==> src/rtl/ifu_pkg.sv <==
// Shared types and constants for the instruction fetch unit.
package ifu_pkg;

  localparam int unsigned XLEN               = 64;
  localparam int unsigned INST_W             = 32;
  localparam int unsigned DEFAULT_FIFO_DEPTH = 2;
  localparam logic [XLEN-1:0] DEFAULT_RESET_PC = 64'h8000_0000;

  typedef enum logic [1:0] {
    IDLE,
    WAIT_ACCEPT,
    WAIT_RESP
  } state_t;

  typedef struct packed {
    logic [XLEN-1:0]   pc;
    logic [INST_W-1:0] inst;
  } fifo_entry_t;

endpackage

==> src/rtl/ifu_fifo.sv <==
// Synchronous FIFO for fetched instructions: registered storage, no
// fall-through, flush empties it; head reads as zero while empty.
module ifu_fifo #(
  parameter int unsigned DEPTH = 2,
  parameter int unsigned WIDTH = 96
) (
  input  logic                       clk,
  input  logic                       rst,
  input  logic                       push,
  input  logic [WIDTH-1:0]           push_data,
  input  logic                       pop,
  input  logic                       flush,
  output logic [WIDTH-1:0]           pop_data,
  output logic                       valid,
  output logic [$clog2(DEPTH+1)-1:0] count
);

  localparam int unsigned PTR_W = $clog2(DEPTH);
  localparam int unsigned CNT_W = $clog2(DEPTH + 1);

  logic [WIDTH-1:0] mem [DEPTH];
  logic [PTR_W-1:0] wr_ptr;
  logic [PTR_W-1:0] rd_ptr;
  logic [CNT_W-1:0] count_next;
  logic             do_push;
  logic             do_pop;
  logic             full;

  assign full     = (count == CNT_W'(DEPTH));
  assign do_pop   = pop && valid;
  assign do_push  = push && !flush && (!full || do_pop);
  assign pop_data = valid ? mem[rd_ptr] : '0;

  // Occupancy after this cycle's push/pop
  always_comb begin
    count_next = count;
    if (do_push && !do_pop) begin
      count_next = count + CNT_W'(1);
    end else if (!do_push && do_pop) begin
      count_next = count - CNT_W'(1);
    end
  end

  // Pointers, occupancy and valid flag
  always_ff @(posedge clk) begin
    if (rst) begin
      wr_ptr <= '0;
      rd_ptr <= '0;
      count  <= '0;
      valid  <= 1'b0;
    end else if (flush) begin
      wr_ptr <= '0;
      rd_ptr <= '0;
      count  <= '0;
      valid  <= 1'b0;
    end else begin
      if (do_push) wr_ptr <= wr_ptr + PTR_W'(1);
      if (do_pop)  rd_ptr <= rd_ptr + PTR_W'(1);
      count <= count_next;
      valid <= (count_next != '0);
    end
  end

  // Storage array; contents are don't-care while not valid
  always_ff @(posedge clk) begin
    if (do_push) mem[wr_ptr] <= push_data;
  end

endmodule

==> src/rtl/ifu.sv <==
// Instruction fetch unit: one outstanding 32-bit fetch, small instruction
// buffer towards decode, redirects flush buffer and discard in-flight fetch.
// Optional build macro IFU_PERF_CNT_EN adds fetch/drop performance counters.
module ifu
  import ifu_pkg::*;
#(
  parameter logic [XLEN-1:0] RESET_PC   = DEFAULT_RESET_PC,
  parameter int unsigned     FIFO_DEPTH = DEFAULT_FIFO_DEPTH
) (
  input  logic              clk,
  input  logic              rst,
  output logic              req_valid,
  input  logic              req_ready,
  output logic [XLEN-1:0]   req_addr,
  input  logic              resp_valid,
  input  logic [INST_W-1:0] resp_data,
  input  logic              redirect_valid,
  input  logic [XLEN-1:0]   redirect_pc,
  output logic              out_valid,
  input  logic              out_ready,
  output logic [INST_W-1:0] out_inst,
  output logic [XLEN-1:0]   out_pc
`ifdef IFU_PERF_CNT_EN
  ,
  output logic [XLEN-1:0]   perf_fetch_cnt,
  output logic [XLEN-1:0]   perf_drop_cnt
`endif
);

  localparam int unsigned CNT_W   = $clog2(FIFO_DEPTH + 1);
  localparam int unsigned ENTRY_W = $bits(fifo_entry_t);

  state_t            state;
  state_t            state_next;
  logic [XLEN-1:0]   pc;
  logic [XLEN-1:0]   pc_next;
  logic [XLEN-1:0]   req_addr_next;
  logic [XLEN-1:0]   redirect_target;
  logic              stale;
  logic              stale_next;
  logic              req_valid_next;
  logic              push;
  fifo_entry_t       push_entry;
  fifo_entry_t       head;
  logic [ENTRY_W-1:0] head_bits;
  logic [CNT_W-1:0]  fifo_count;
  logic              unused_redirect_lsb;

  assign redirect_target     = {redirect_pc[XLEN-1:2], 2'b00};
  assign unused_redirect_lsb = ^redirect_pc[1:0];

  // The outstanding fetch address stays in req_addr until the next issue
  assign push_entry = '{pc: req_addr, inst: resp_data};
  assign head       = fifo_entry_t'(head_bits);
  assign out_inst   = head.inst;
  assign out_pc     = head.pc;

  // Instruction buffer between fetch and decode
  ifu_fifo #(
    .DEPTH (FIFO_DEPTH),
    .WIDTH (ENTRY_W)
  ) u_fifo (
    .clk       (clk),
    .rst       (rst),
    .push      (push),
    .push_data (push_entry),
    .pop       (out_ready),
    .flush     (redirect_valid),
    .pop_data  (head_bits),
    .valid     (out_valid),
    .count     (fifo_count)
  );

  // Fetch sequencing, PC update and stale tracking
  always_comb begin
    state_next     = state;
    pc_next        = pc;
    stale_next     = stale;
    req_valid_next = req_valid;
    req_addr_next  = req_addr;
    push           = 1'b0;

    case (state)
      IDLE: begin
        // Issue only when the response is guaranteed a free slot
        if (!redirect_valid && (fifo_count < CNT_W'(FIFO_DEPTH))) begin
          req_valid_next = 1'b1;
          req_addr_next  = pc;
          state_next     = WAIT_ACCEPT;
        end
      end
      WAIT_ACCEPT: begin
        if (req_ready) begin
          req_valid_next = 1'b0;
          state_next     = WAIT_RESP;
          // A stale fetch must not advance the redirected PC
          if (!stale) pc_next = pc + XLEN'(4);
        end
      end
      WAIT_RESP: begin
        if (resp_valid) begin
          push       = !stale && !redirect_valid;
          stale_next = 1'b0;
          state_next = IDLE;
        end
      end
      default: begin
        state_next     = IDLE;
        req_valid_next = 1'b0;
      end
    endcase

    // Redirect overrides PC; any fetch still awaiting its response is discarded
    if (redirect_valid) begin
      pc_next = redirect_target;
      if ((state == WAIT_ACCEPT) || ((state == WAIT_RESP) && !resp_valid)) begin
        stale_next = 1'b1;
      end
    end
  end

  // State, PC and request registers
  always_ff @(posedge clk) begin
    if (rst) begin
      state     <= IDLE;
      pc        <= RESET_PC;
      stale     <= 1'b0;
      req_valid <= 1'b0;
      req_addr  <= RESET_PC;
    end else begin
      state     <= state_next;
      pc        <= pc_next;
      stale     <= stale_next;
      req_valid <= req_valid_next;
      req_addr  <= req_addr_next;
    end
  end

`ifdef IFU_PERF_CNT_EN
  logic drop;

  assign drop = (state == WAIT_RESP) && resp_valid && (stale || redirect_valid);

  // Pushed-instruction and dropped-response counters, wrapping
  always_ff @(posedge clk) begin
    if (rst) begin
      perf_fetch_cnt <= '0;
      perf_drop_cnt  <= '0;
    end else begin
      if (push) perf_fetch_cnt <= perf_fetch_cnt + XLEN'(1);
      if (drop) perf_drop_cnt  <= perf_drop_cnt + XLEN'(1);
    end
  end
`endif

endmodule

==> config.mk <==
export PLATFORM = sky130hd
export DESIGN_NAME = ifu
export DESIGN_NICKNAME = d
export VERILOG_FILES = /design/src/rtl/ifu_pkg.sv /design/src/rtl/ifu_fifo.sv /design/src/rtl/ifu.sv
export SDC_FILE = /design/constraint.sdc
export NUM_CORES = 1
export LEC_CHECK = 0
export CAP_MARGIN = 20
export CORE_MARGIN = 3
export CORE_UTILIZATION = 35
export DETAILED_ROUTE_END_ITERATION = 10
export GPL_TIMING_DRIVEN = 0
export MAX_ROUTING_LAYER = met4
export PLACE_DENSITY = 0.67
export SYNTH_ARGS = -nofsm -noshare
export SYNTH_HDL_FRONTEND = slang
export SYNTH_HIERARCHICAL = 1
export SYNTH_SLANG_ARGS = --single-unit
==> constraint.sdc <==
create_clock -name clk -period 12.08 [get_ports clk]
set_input_delay 3.624 -clock clk [delete_from_list [all_inputs] [get_ports clk]]
set_output_delay 3.624 -clock clk [all_outputs]
set_load 0.05 [all_outputs]
==> results by group <==
STA
  – Skew final: 0.02434 ns
  – Rel. slew slack: 0.2901
  – RSZ-0062 raised after global routing: no
  – Worst setup margin: 4.889 ns
  – Hold Fails Final Rpt: 0
  – Worst hold slack: 0.4808 ns
  – Minimum clock period: 7.191 ns
  – Final period util: 0.5952
  – Final setup viols: 0
  – Slew @ Worst Pin: 1.057 ns
  – Slew Limit Fails: 0
  – Fmax: 139.1 MHz

CTS
  – Clock buffer depth: 3
  – Root Driver: clkbuf_16
  – Resize count post-CTS: 0
  – Later-pin clock latency in the skew report: 0.53 ns
  – H-Tree Depth: 2
  – Worst-path clk slew: 0.06 ns
  – CTS sink count: 326
  – Cts-stage hold buffer count: 0
  – Number of setup buffers added after CTS: 0
  – CTS tree: built
  – TritonCTS buffer count: 37

Yosys
  – Top cell type's share of synthesized area: 0.4182
  – Synth Area in Simple Gates: 0.1823
  – Mapped Avg Cell Area: 11.50 sq um
  – Post-synth top flop: edfxtp_1
  – Commonest cells post-synth: 192 x edfxtp_1, 172 x nand2_1, 134 x dfxtp_1, 102 x nor2b_1, 100 x mux2i_1
  – Most numerous cell in the Yosys netlist: edfxtp_1
  – Ys Warns: 6
  – Sequential element share of the synthesized area: 0.6128
  – Largest family of logic cells by synthesized area: simple AND/OR/NAND/NOR gates
  – Post-synth EDFFs: 192
  – Area contributors post-synth: edfxtp_1 42%, dfxtp_1 19%, mux2i_1 7.3%
  – Multiplexer area fraction after synthesis: 0.07260
  – Yosys reg bits: 326
  – Distinct cell type count after synthesis: 61
  – Post-synth top area cell: edfxtp_1
  – Fraction of registers with async set/reset: 0
  – Synth Area in Compound Gates: 0.08122
  – Syn Inst Count: 1,199
  – Synthesized area: 13,790 sq um
  – Xor/xnor cell area share of the yosys netlist: 0.01715
  – Synth Area in Adders: 0.001815

Floorplan
  – Die Y: 204.5 microns
  – Total die area: 41,810 sq um
  – Initial Utilization: 0.3559
  – FP Rows: 72
  – Core Box Area: 38,740 sq um
  – # IOs: 264
  – Die Wd: 204.5 microns

Setup path
  – Critical Path Stages: 9
  – Buf/Inv on CP: 5
  – CP startpoint kind: input port
  – Critical Path End Type: flip-flop
  – Critical Path AT: 7.40 ns
  – Required time of the worst setup path: 12.29 ns
  – Max FO, Critical Path: 28
  – Critical path type: input port to flip-flop
  – Crit path cell chain: clkdlybuf4s50_1 -> clkbuf_1 -> clkbuf_1 -> nor4_1 -> nand2b_2 -> a21oi_1 -> nor2b_4 -> buf_12 -> buf_16
  – Worst Reg2Reg Path Length in Cells: 7
  – Worst path slowest cell: nor2b_4
  – Worst path max stage delay: 0.84 ns
  – CP delay by family, top: buffers and inverters
  – CP dominant cell by count: clkbuf_1

Global routing
  – Antenna violations before repair: 5
  – First-pass GRT wire length: 59,170 microns
  – GRT Util Overall: 0.1877
  – Vias in the first global route: 10,360
  – Largest net degree at the start of global routing: 52
  – Aggregate global routing overflow: 0

Cells and area
  – Nets: 1,614
  – P&R area growth vs syn: 33.22%
  – Share of cells above drive strength 1: 0.07147
  – Final Core Density: 0.4741

Drt
  – Vias: 10,390
  – DR pass1 iterations: 5
  – DRC Markers: 0
  – DR WL/cell: 18.87 microns
  – WL final: 38,920 microns
  – Vias per inst: 5.037
  – Antenna viol nets, final: 0
  – First-iteration detailed-routing DRC count: 728

Place
  – DP HPWL: 28,370 microns
  – Final RePlAce weighted congestion: 0.8722
  – Placement Setup Slack: 4.415 ns
  – Number of I/O port buffers: 259

Flow run
  – Max-capacitance violation count: 0

Power and ir drop
  – Power per cell area: 134.8 nW/um^2
  – Static Leak: 5.806 nW
  – Worst vdd ir: 68.68 uV
  – Pwr Total: 2.476 mW

Hold path
  – Hold Crit Class: flip-flop to flip-flop
  – Min-Delay Path Depth: 2

Outcome
  – Status: completed
-- sequential cells by signal (all words and copies together), names as in the netlist, named ones only --
register and cells:
u_fifo/rd_ptr 1, req_valid 1, req_addr 62, u_fifo/mem 192, u_fifo/valid 1, state 2
pc 62, u_fifo/count 2, u_fifo/wr_ptr 1, stale 1
-- cell families after synthesis --
| logic type | count (synthesis) |
|---|---|
| and+or+nand+nor | 473 |
| AOI/OAI and AO/OA | 169 |
| buffers and inverters | 101 |
| adders and majority gates | 2 |
| muxes | 100 |
| DFF | 326 |
| other | 1 |
| xor gates and xnor gates | 27 |
-- cell usage in the layout (no fill, tap or decap), types with 18 or more instances in the layout --
master             n
nand4_1           22
nand3_1           21
inv_1             20
a21oi_1           80
mux2i_1          100
edfxtp_1         192
a211oi_1          20
clkbuf_16         39
nor2b_1          101
xnor2_1           18
nor3_1            19
nand2_1          172
clkdlybuf4s50_1  259
nor2_1            51
clkbuf_1          63
dfxtp_1          134
-- report_power, final --
part / switching [mW] / total, mW / internal [mW]
sequential: 0.0300 / 1.23 / 1.20
clock: 0.432 / 1.07 / 0.633
combinational: 0.108 / 0.182 / 0.0747
total: 0.570 / 2.48 / 1.91
-- worst paths after layout --
kind / end / start / slack [ns]
min: req_addr[63] / pc[63] / 0.48
min reg2reg: req_addr[63] / pc[63] / 0.48
max reg2reg: u_fifo/mem[0][19] / state[0] / 8.99
max: u_fifo/mem[0][19] / redirect_valid / 4.89
-- worst min-delay path, cell delays in order (launching register included) --
cell	delay, ns
dfxtp_1	0.32
nand2_1	0.06
a21oi_1	0.05
-- layer usage --
layer  vias up  part of all wire  routed length (microns)  global-route usage
met3        61             0.068                     2656             0.04603
met2       344              0.46                    18060              0.2999
met5         -                 0                        0                   -
met1      4984              0.44                    17250              0.2384
met4         0             0.024                      947             0.05407
li1       5002                 -                        -                   -
-- cell type report --
class / count / area [sq um]
Buffer: 81 / 364.1
Tap cell: 518 / 648.1
Antenna cell: 6 / 15.01
Timing Repair Buffer: 267 / 2715
Sequential cell: 326 / 8448
Fill cell: 3537 / 20370
Inverter: 20 / 75.07
Clock buffer: 51 / 1055
Multi-Input combinational cell: 777 / 4935
Clock inverter: 17 / 111.4
-- stage by stage --
stage	cell area, sq um	setup TNS, ns	cells
2_1_floorplan	13810	0	1204
3_3_place_gp	17050	-168.70	1981
3_5_place_dp	17170	0	1987
4_1_cts	18340	0	2055
5_1_grt	18360	0	2062
6_report	18370	0	2063
Power figures use the tool's default switching activity.
